$ cat src/rtl/proc_pkg.sv
// ----------------------------------------------------------------------------
// proc_pkg
// Types and constants shared by the processor control unit and its datapath.
//   state_t   : controller state encoding (also exported on the State output)
//   OP_*      : instruction opcodes, found in IR[15:12]
//   ALU_*     : ALU function select codes
//   opcode()  : extracts the opcode field from an instruction word
// ----------------------------------------------------------------------------
package proc_pkg;

    typedef enum logic [3:0] {
        Init   = 4'd0,
        Fetch  = 4'd1,
        Decode = 4'd2,
        Noop   = 4'd3,
        LoadA  = 4'd4,
        LoadB  = 4'd5,
        Store  = 4'd6,
        Add    = 4'd7,
        Sub    = 4'd8,
        Halt   = 4'd9
    } state_t;

    localparam logic [3:0] OP_NOOP  = 4'b0000;
    localparam logic [3:0] OP_STORE = 4'b0001;
    localparam logic [3:0] OP_LOAD  = 4'b0010;
    localparam logic [3:0] OP_ADD   = 4'b0011;
    localparam logic [3:0] OP_SUB   = 4'b0100;
    localparam logic [3:0] OP_HALT  = 4'b0101;

    localparam logic [2:0] ALU_ZERO = 3'b000;
    localparam logic [2:0] ALU_ADD  = 3'b001;
    localparam logic [2:0] ALU_SUB  = 3'b010;

    function automatic logic [3:0] opcode(input logic [15:0] ir);
        return ir[15:12];
    endfunction

endpackage

$ cat src/rtl/proc_controller_if.sv
// ----------------------------------------------------------------------------
// proc_controller_if
// Bundle between the control unit and the datapath.
//   IR                      : instruction word from the instruction register
//   PC_Clr / PC_Up          : program counter clear / increment
//   IR_Ld                   : instruction register load
//   D_Addr / D_Wr           : data memory address / write enable
//   RF_s                    : RF write-data source (1 = data memory, 0 = ALU)
//   RF_W_Addr / RF_W_En     : register file write port
//   RF_Ra_Addr / RF_Rb_Addr : register file read ports
//   ALU_s0                  : ALU function select
//   State                   : controller state, for display and debug
// Modports: master = controller side, slave = datapath side.
// ----------------------------------------------------------------------------
interface proc_controller_if;

    logic [15:0] IR;
    logic        PC_Clr;
    logic        PC_Up;
    logic        IR_Ld;
    logic [7:0]  D_Addr;
    logic        D_Wr;
    logic        RF_s;
    logic [3:0]  RF_W_Addr;
    logic        RF_W_En;
    logic [3:0]  RF_Ra_Addr;
    logic [3:0]  RF_Rb_Addr;
    logic [2:0]  ALU_s0;
    logic [3:0]  State;

    modport master (
        input  IR,
        output PC_Clr, PC_Up, IR_Ld, D_Addr, D_Wr, RF_s, RF_W_Addr, RF_W_En,
        output RF_Ra_Addr, RF_Rb_Addr, ALU_s0, State
    );

    modport slave (
        output IR,
        input  PC_Clr, PC_Up, IR_Ld, D_Addr, D_Wr, RF_s, RF_W_Addr, RF_W_En,
        input  RF_Ra_Addr, RF_Rb_Addr, ALU_s0, State
    );

endinterface

$ cat src/rtl/proc_controller.sv
// ----------------------------------------------------------------------------
// proc_controller
// Moore control unit of the programmable processor. Sequences
// Fetch -> Decode -> Execute and drives the PC, IR load and every datapath
// control line from the current state and the IR contents.
// Ports:
//   Clock : system clock, all state changes on posedge
//   Clr   : synchronous active-high reset, forces Init on the next posedge
//   bus   : proc_controller_if.master (IR in, all control lines out)
// ----------------------------------------------------------------------------
module proc_controller
    import proc_pkg::*;
(
    input  logic               Clock,
    input  logic               Clr,
    proc_controller_if.master  bus
);

    state_t r_state;
    state_t w_next;

    always_ff @(posedge Clock) begin
        if (Clr) begin
            r_state <= Init;
        end else begin
            r_state <= w_next;
        end
    end

    always_comb begin
        w_next         = r_state;
        bus.PC_Clr     = 1'b0;
        bus.PC_Up      = 1'b0;
        bus.IR_Ld      = 1'b0;
        bus.D_Addr     = 8'h00;
        bus.D_Wr       = 1'b0;
        bus.RF_s       = 1'b0;
        bus.RF_W_Addr  = 4'h0;
        bus.RF_W_En    = 1'b0;
        bus.RF_Ra_Addr = 4'h0;
        bus.RF_Rb_Addr = 4'h0;
        bus.ALU_s0     = ALU_ZERO;

        unique case (r_state)
            Init: begin
                bus.PC_Clr = 1'b1;
                w_next     = Fetch;
            end
            Fetch: begin
                // IR captures the word at the current PC while the PC advances
                bus.IR_Ld = 1'b1;
                bus.PC_Up = 1'b1;
                w_next    = Decode;
            end
            Decode: begin
                case (opcode(bus.IR))
                    OP_STORE: w_next = Store;
                    OP_LOAD:  w_next = LoadA;
                    OP_ADD:   w_next = Add;
                    OP_SUB:   w_next = Sub;
                    OP_HALT:  w_next = Halt;
                    default:  w_next = Noop;  // unassigned opcodes run as NOOP
                endcase
            end
            Noop: begin
                w_next = Fetch;
            end
            LoadA: begin
                // Synchronous data-memory read happens here; write follows in LoadB
                bus.D_Addr    = bus.IR[7:0];
                bus.RF_s      = 1'b1;
                bus.RF_W_Addr = bus.IR[11:8];
                w_next        = LoadB;
            end
            LoadB: begin
                bus.D_Addr    = bus.IR[7:0];
                bus.RF_s      = 1'b1;
                bus.RF_W_Addr = bus.IR[11:8];
                bus.RF_W_En   = 1'b1;
                w_next        = Fetch;
            end
            Store: begin
                bus.D_Addr     = bus.IR[7:0];
                bus.RF_Ra_Addr = bus.IR[11:8];
                bus.D_Wr       = 1'b1;
                w_next         = Fetch;
            end
            Add, Sub: begin
                bus.RF_Ra_Addr = bus.IR[11:8];
                bus.RF_Rb_Addr = bus.IR[7:4];
                bus.RF_W_Addr  = bus.IR[3:0];
                bus.RF_W_En    = 1'b1;
                bus.ALU_s0     = (r_state == Add) ? ALU_ADD : ALU_SUB;
                w_next         = Fetch;
            end
            Halt: begin
                w_next = Halt;
            end
            default: begin
                // Unused encodings recover through Init
                w_next = Init;
            end
        endcase
    end

    assign bus.State = r_state;

endmodule

$ cat src/flat_wrapper.sv
// flat-port wrapper written by rule: the top's interface ports become plain ports
module proc_controller_flat import proc_pkg::*;
  (Clock, Clr, bus_IR, bus_PC_Clr, bus_PC_Up, bus_IR_Ld, bus_D_Addr, bus_D_Wr, bus_RF_s, bus_RF_W_Addr, bus_RF_W_En, bus_RF_Ra_Addr, bus_RF_Rb_Addr, bus_ALU_s0, bus_State);
  proc_controller_if bus_i ();
  input  logic Clock;
  input  logic Clr;
  input wire logic [$bits(bus_i.IR)-1:0] bus_IR;
  output wire logic [$bits(bus_i.PC_Clr)-1:0] bus_PC_Clr;
  output wire logic [$bits(bus_i.PC_Up)-1:0] bus_PC_Up;
  output wire logic [$bits(bus_i.IR_Ld)-1:0] bus_IR_Ld;
  output wire logic [$bits(bus_i.D_Addr)-1:0] bus_D_Addr;
  output wire logic [$bits(bus_i.D_Wr)-1:0] bus_D_Wr;
  output wire logic [$bits(bus_i.RF_s)-1:0] bus_RF_s;
  output wire logic [$bits(bus_i.RF_W_Addr)-1:0] bus_RF_W_Addr;
  output wire logic [$bits(bus_i.RF_W_En)-1:0] bus_RF_W_En;
  output wire logic [$bits(bus_i.RF_Ra_Addr)-1:0] bus_RF_Ra_Addr;
  output wire logic [$bits(bus_i.RF_Rb_Addr)-1:0] bus_RF_Rb_Addr;
  output wire logic [$bits(bus_i.ALU_s0)-1:0] bus_ALU_s0;
  output wire logic [$bits(bus_i.State)-1:0] bus_State;
  assign bus_i.IR = bus_IR;
  assign bus_PC_Clr = bus_i.PC_Clr;
  assign bus_PC_Up = bus_i.PC_Up;
  assign bus_IR_Ld = bus_i.IR_Ld;
  assign bus_D_Addr = bus_i.D_Addr;
  assign bus_D_Wr = bus_i.D_Wr;
  assign bus_RF_s = bus_i.RF_s;
  assign bus_RF_W_Addr = bus_i.RF_W_Addr;
  assign bus_RF_W_En = bus_i.RF_W_En;
  assign bus_RF_Ra_Addr = bus_i.RF_Ra_Addr;
  assign bus_RF_Rb_Addr = bus_i.RF_Rb_Addr;
  assign bus_ALU_s0 = bus_i.ALU_s0;
  assign bus_State = bus_i.State;
  proc_controller u_core (.Clock(Clock), .Clr(Clr), .bus(bus_i));
endmodule
$ cat config.mk
export PLATFORM = sky130hd
export DESIGN_NAME = proc_controller_flat
export DESIGN_NICKNAME = d
export VERILOG_FILES = /design/src/rtl/proc_pkg.sv /design/src/rtl/proc_controller_if.sv /design/src/rtl/proc_controller.sv /design/src/flat_wrapper.sv
export SDC_FILE = /design/constraint.sdc
export NUM_CORES = 1
export LEC_CHECK = 0
export BUFFER_PORTS_ARGS = -buffer_cell sky130_fd_sc_hd__buf_2
export CAP_MARGIN = 25
export CORE_MARGIN = 2
export CORE_UTILIZATION = 36
export DETAILED_ROUTE_END_ITERATION = 16
export PLACE_DENSITY = 0.91
export SYNTH_ARGS = -nofsm -noshare
export SYNTH_HDL_FRONTEND = slang
export SYNTH_SLANG_ARGS = --single-unit
$ cat constraint.sdc
create_clock -name Clock -period 3.6 [get_ports Clock]
set_input_delay 0.72 -clock Clock [delete_from_list [all_inputs] [get_ports Clock]]
set_output_delay 0.72 -clock Clock [all_outputs]
set_load 0.05 [all_outputs]
==> results of run 1 <==
## synthesized netlist by cell type, drive strengths merged
cell / number / share of area [%]
nor2: 3 / 2.3
or3: 1 / 1.3
or4b: 1 / 2.8
a22o: 4 / 7.2
a21oi: 3 / 3.8
nand2b: 2 / 2.6
nor4b: 1 / 1.8
and2: 16 / 20
nor4bb: 1 / 2.0
nand2: 1 / 0.77
nor4: 2 / 2.6
nor2b: 2 / 2.6
o211ai: 1 / 1.5
a2111oi: 1 / 1.8
buf: 5 / 7.4
nor3: 2 / 2.0
conb: 1 / 0.77
o21ai: 5 / 8.2
or3b: 1 / 1.8
a22oi: 1 / 1.5
inv: 4 / 3.1
o2111ai: 2 / 3.6
dfxtp: 4 / 16
xor2: 1 / 1.8
## through the flow
stage	cell area [um2]	hold slack (ns)	setup slack [ns]	total power, mW	utilization [%]
final	746	0.647	1.04	0.206	58.0
after floorplan	495	0.796	0.598	0.129	-
after detailed placement	723	0.642	1.30	0.150	56.3
after CTS	746	0.642	1.03	0.209	58.0
after global routing	746	0.677	0.959	0.220	58.0
after global placement	723	0.627	1.33	0.148	56.3
## worst max-delay path, delay by kind of cell (launching register included)
kind	cells	cell delay (ns)
AOI/OAI and AO/OA	2	0.28
DFF	1	0.42
and+or+nand+nor	1	0.63
buffers and inverters	1	0.26
## report_power, final
| part | leakage, nW | internal (mW) | switching, mW |
|---|---|---|---|
| clock | 0.0138 | 0.0373 | 0.0191 |
| combinational | 0.384 | 0.0255 | 0.0664 |
| sequential | 0.0328 | 0.0479 | 0.00994 |
| total | 0.430 | 0.111 | 0.0954 |
## placed cells by master, fill, tap and decap left out, types with 2 or more instances in the layout
master / count
nor2b_1: 2
o21ai_0: 3
nor3_1: 2
nor2_1: 3
buf_2: 49
a22o_1: 4
a21oi_1: 2
nand2b_1: 2
dfxtp_1: 4
inv_1: 4
and2_1: 16
clkbuf_4: 3
o2111ai_1: 2
## kinds of logic (layout without fill, tap and decap cells)
logic type | after synthesis | after routing
other cells | 1 | 1
flops | 4 | 4
simple gates | 33 | 33
xor+xnor | 1 | 1
buf+inv | 9 | 56
compound gates | 17 | 17
## area by class of cell
| type | instances | area [um2] | area share [%] |
|---|---|---|---|
| Multi-Input combinational cell | 52 | 364 | 48.8 |
| Timing Repair Buffer | 49 | 245 | 32.9 |
| Sequential cell | 4 | 80.1 | 10.7 |
| Clock buffer | 3 | 22.5 | 3.02 |
| Tap cell | 15 | 18.8 | 2.52 |
| Inverter | 4 | 15.0 | 2.01 |
## worst max-delay path by stage
stage / startpoint / cells after the start / endpoint
3_3_place_gp: u_core.bus.State[1]$_SDFF_PP0_ / 4 / bus_RF_W_Addr[3]
3_5_place_dp: u_core.bus.State[1]$_SDFF_PP0_ / 4 / bus_RF_W_Addr[0]
2_1_floorplan: u_core.bus.State[1]$_SDFF_PP0_ / 2 / bus_PC_Clr
4_1_cts: u_core.bus.State[1]$_SDFF_PP0_ / 4 / bus_RF_W_Addr[0]
5_1_grt: u_core.bus.State[1]$_SDFF_PP0_ / 4 / bus_RF_Rb_Addr[2]
6_report: u_core.bus.State[1]$_SDFF_PP0_ / 4 / bus_RF_W_Addr[0]
## layer usage
layer / GRT usage (%) / vias up
met5: 0 / -
met4: 12.5 / 0
met3: 4.89 / 2
met2: 22.3 / 22
met1: 22.3 / 292
li1: - / 323
==> reports/metrics.cfg, run 1 <==
[routing]
drt-met1-wl_um = 573
antenna_left = 0
wire_per_inst_um = 11.8
drt_iter0_drc = 21
route.met2.wl_um = 840
num_vias = 639
drc = 0
top_layer_used = met4
viasPerCell = 5.03
wirelength_mm = 1.50
firstDrtPassIters = 4
wl_met3_um = 69

[cts]
ctsResizeCount = 0
cts_tree = done
cts_buffers = 3
cts_setup_buffers = 0
insertion_delay_ns = 0.24
h-tree-depth = 1
hold_buffers = 0
path_clk_slew_ns = 0.04
cts_sinks = 4
cts.path.max_buffers = 2
clockRootBuffer = clkbuf_4

[logic_synthesis]
ys_ff_latch = 4
synth.avg_cell_area_um2 = 7.53
synth-xor-area-share_pct = 1.79
syn_nets = 83
synthMuxAreaShare_pct = 0
synth_compound_area_share_pct = 27.6
synth_fa_ha_area_share_pct = 0
synth-seq-area-share_pct = 16.4
ys_types = 29
yosysWarnings = 0
synth_top_family_by_area = simple AND/OR/NAND/NOR gates
yosys.area_share.simple_pct = 43.0
synth_area_um2 = 489
synthCells = 65

[setup_path]
worstPathArrival_ns = 1.84
crit_fanout = 12
critical_path.endpoint_type = primary output
r2r_slack_ns = 2.27
cp_slowest_stage_delay_ns = 0.63
crit_slowest_cell = or4b_4
setup.worst_path.start_class = flip-flop
critical_path_class = reg2out
required_ns = 2.88
rr_endpoint = u_core.bus.State[0]$_SDFF_PP0_
r2r_cells = 3
r2r_start = u_core.bus.State[1]$_SDFF_PP0_
cp_cell_sequence = or4b_4 > o21ai_4 > a22o_1 > buf_2

[sta]
min_period_ns = 2.56
setup_viol = 0
skew_ns = 0.00510
tns_ns = 0
period_share_pct = 71.1
hold_viol_final = 0
maxSlewViolCount = 0
max_freq_ghz = 0.391
rsz0062_at_grt = no

[hold_path]
hp-start = u_core.bus.State[2]$_SDFF_PP0_
hold_end = u_core.bus.State[3]$_SDFF_PP0_
min_delay_path_depth = 1
hp-class = reg2reg

[die]
die_w_um = 40.9
ios = 51
coreArea_um2 = 1280
die_y_um = 40.9
die_area_um2 = 1670
core.rowCount = 13
initial_core_util_pct = 38.1

[global_route]
grt_max_degree = 13
grt_first_pass_wirelength_mm = 1.76
overflow = 0
antenna_found_initial = 0
grt_usage_pct = 16.8
grt_pass1_vias = 395

[final_layout]
largest_register_ff_count = 4
instances_no_fill = 127
drive_gt1_share_pct = 51.8
num-fill-cells = 128
final_nets = 132
diodes = 0
syn_to_final_growth_pct = 52.4

[placed_design]
gp_congestion = 0.810
dp.cells = 124
hpwl_mm = 1.22
numPortBuffers = 49

[power]
ir_worst_vdd_mv = 0.126
p_leak_nw = 0.430
power_density_nw_per_um2 = 277

[run_status]
status = finished, final reports clean

[flow_run]
maxCapViolCount = 0

Power figures use the tool's default switching activity.
==> run 2: changes to the inputs <==
--- a/config.mk
+++ b/config.mk
@@ -5,12 +5,13 @@
 export SDC_FILE = /design/constraint.sdc
 export NUM_CORES = 1
 export LEC_CHECK = 0
+export ABC_AREA = 1
 export BUFFER_PORTS_ARGS = -buffer_cell sky130_fd_sc_hd__buf_2
 export CAP_MARGIN = 25
 export CORE_MARGIN = 2
-export CORE_UTILIZATION = 36
+export CORE_UTILIZATION = 32
 export DETAILED_ROUTE_END_ITERATION = 16
-export PLACE_DENSITY = 0.91
+export PLACE_DENSITY = 0.83
 export SYNTH_ARGS = -nofsm -noshare
 export SYNTH_HDL_FRONTEND = slang
 export SYNTH_SLANG_ARGS = --single-unit
==> constraint.sdc (replaced) <==
create_clock -name Clock -period 2.1 [get_ports Clock]
set_input_delay 0.42 -clock Clock [delete_from_list [all_inputs] [get_ports Clock]]
set_output_delay 0.42 -clock Clock [all_outputs]
set_load 0.05 [all_outputs]
==> run 2 against run 1 <==
- area after synthesis up 12%
- clock skew fell by 0.0044 ns
- final cell count grew 29%
- sequential power rose by 76%
- global-route usage fell by 2.4 points
- worst setup slack worse by 0.92 ns
- non-clock buffer count unchanged
- critical endpoint is now bus_RF_Ra_Addr[1]
==> reports/metrics.cfg, run 2 <==
[logic_synthesis]
ys_types = 17
synth.most_common_cell = nand2_1
syn_nets = 116
synth_common_cells = 29 x nand2_1, 23 x inv_1, 10 x nor2_1, 8 x a21oi_1, 6 x nand3_1
synthArstFlopShare_pct = 0
synthTopCellsByArea = nand2_1 20%, inv_1 16%, dfxtp_1 15%
yosysWarnings = 0
synth_flop_cell = dfxtp_1
synth_top_area_share_pct = 19.8
synth_area_um2 = 549
yosys.area.top_type = nand2_1
synth-seq-area-share_pct = 14.6
synthCells = 98
synth_edf_count = 0
ys_ff_latch = 4
synth.avg_cell_area_um2 = 5.60

[run_status]
status = finished, final reports clean

[setup_path]
worstPathArrival_ns = 1.56
setup.worst_path.start_class = flip-flop
critical_path_class = reg2out
critical_path.endpoint_type = primary output
r2r_cells = 4
required_ns = 1.68
crit_fanout = 7

[routing]
firstDrtPassIters = 4
drt_iter0_drc = 5
viasPerCell = 4.52
drc = 0
antenna_left = 0
wirelength_mm = 1.56
num_vias = 741
wire_per_inst_um = 9.49

[placed_design]
numPortBuffers = 49
gp_congestion = 0.709
hpwl_mm = 1.38
dp.cells = 161
place_area_um2 = 832

[global_route]
grt_first_pass_wirelength_mm = 2.21
grt_max_degree = 9
grt_usage_pct = 14.3
overflow = 0
grt_pass1_vias = 603
antenna_found_initial = 0

[die]
ios = 51
die_y_um = 45.4
die_w_um = 45.4
die_area_um2 = 2060
core.rowCount = 14
coreArea_um2 = 1560
initial_core_util_pct = 35.2

[final_layout]
final_nets = 168
fin_area_um2 = 875
diodes = 0
syn_to_final_growth_pct = 59.2
final_common_cell = buf_2
instances_no_fill = 164
fin_util_pct = 56.1
largest_register_ff_count = 4
final_cell_mix = 41 x buf_2, 25 x nand2_1, 23 x inv_1, 11 x clkbuf_4, 10 x nor2_1
drive_gt1_share_pct = 50.7

[sta]
rsz0062_at_grt = yes
hold_viol_final = 0
period_share_pct = 94.1
max_freq_ghz = 0.506
skew_ns = 0.000696
setup_viol = 0
min_period_ns = 1.98
maxSlewViolCount = 0

[flow_run]
maxCapViolCount = 0

[cts]
path_clk_slew_ns = 0.03
clockRootBuffer = clkbuf_4
cts_setup_buffers = 0
h-tree-depth = 1
cts_tree = done
hold_buffers = 0
cts_sinks = 4
cts.path.max_buffers = 2
cts_buffers = 3
insertion_delay_ns = 0.23

[power]
total_power_uw = 416
power_density_nw_per_um2 = 476
p_leak_nw = 0.588
ir_worst_vdd_mv = 0.289

[hold_path]
min_delay_path_depth = 2
hp-class = in2reg

[run 2: changes by cell type after synthesis, moves of 6 or more]
cell / delta
nand2_1: +28
inv_1: +19
and2_1: -16
nor2_1: +7
a21oi_1: +6
nand3_1: +6
[run 2: worst max-delay path, cell delays in order, from the launching register on]
cell,delay (ns)
dfxtp_2,0.34
inv_1,0.13
nor2_4,0.20
nand3_4,0.16
nand3_2,0.15
nand2_1,0.07
inv_1,0.05
clkbuf_4,0.21
[run 2: metrics by stage]
stage                     setup WS [ns]  hold WS, ns  setup TNS [ns]
after global placement            0.355        0.603               0
after global routing          -0.000991        0.395       -0.000991
after floorplan                 -0.0524        0.482         -0.0524
after detailed placement          0.322        0.610               0
after CTS                        0.0703        0.381               0
final                             0.123        0.390               0
[run 2: cell type report]
| cell class | instances | area [um2] |
|---|---|---|
| clock buffer | 3 | 22.5 |
| timing repair buffer | 49 | 265 |
| tap | 16 | 20.0 |
| fill | 161 | 684 |
| multi-input combinational | 67 | 390 |
| inverter | 25 | 93.8 |
| sequential | 4 | 82.6 |
[run 2: per-layer routing]
layer  vias to the layer above  GRT usage (%)  wire, um
met5                         -              0         0
met4                         0           7.06        13
met3                         2           2.38       156
met2                        41           27.0       780
met1                       307           14.9       606
li1                        391              -         -
[run 2: repair_timing]
item / in CTS / in global routing
endpoints found under the setup margin: 0 / 8
resized for setup: 0 / 8
endpoints found under the hold margin: 0 / 0
[run 2: path summary, 6_finish.rpt]
path                                   from                             end  slack, ns
max          u_core.bus.State[2]$_SDFF_PP0_               bus_RF_Ra_Addr[1]       0.12
min                                     Clr  u_core.bus.State[0]$_SDFF_PP0_       0.39
max reg2reg  u_core.bus.State[1]$_SDFF_PP0_  u_core.bus.State[2]$_SDFF_PP0_       0.97
min reg2reg  u_core.bus.State[2]$_SDFF_PP0_  u_core.bus.State[0]$_SDFF_PP0_       0.61
[run 2: cell families after synthesis]
logic type | Yosys count | share of synthesized area, %
compound gates | 11 | 12.1
buf+inv | 27 | 19.8
flops | 4 | 14.6
other cells | 1 | 0.683
simple gates | 55 | 52.8
[run 2: power by group]
group	switching (mW)	leakage (nW)	total (mW)	internal, mW
Sequential	0.0167	0.0335	0.102	0.0850
Combinational	0.169	0.541	0.222	0.0528
Clock	0.0287	0.0138	0.0924	0.0637
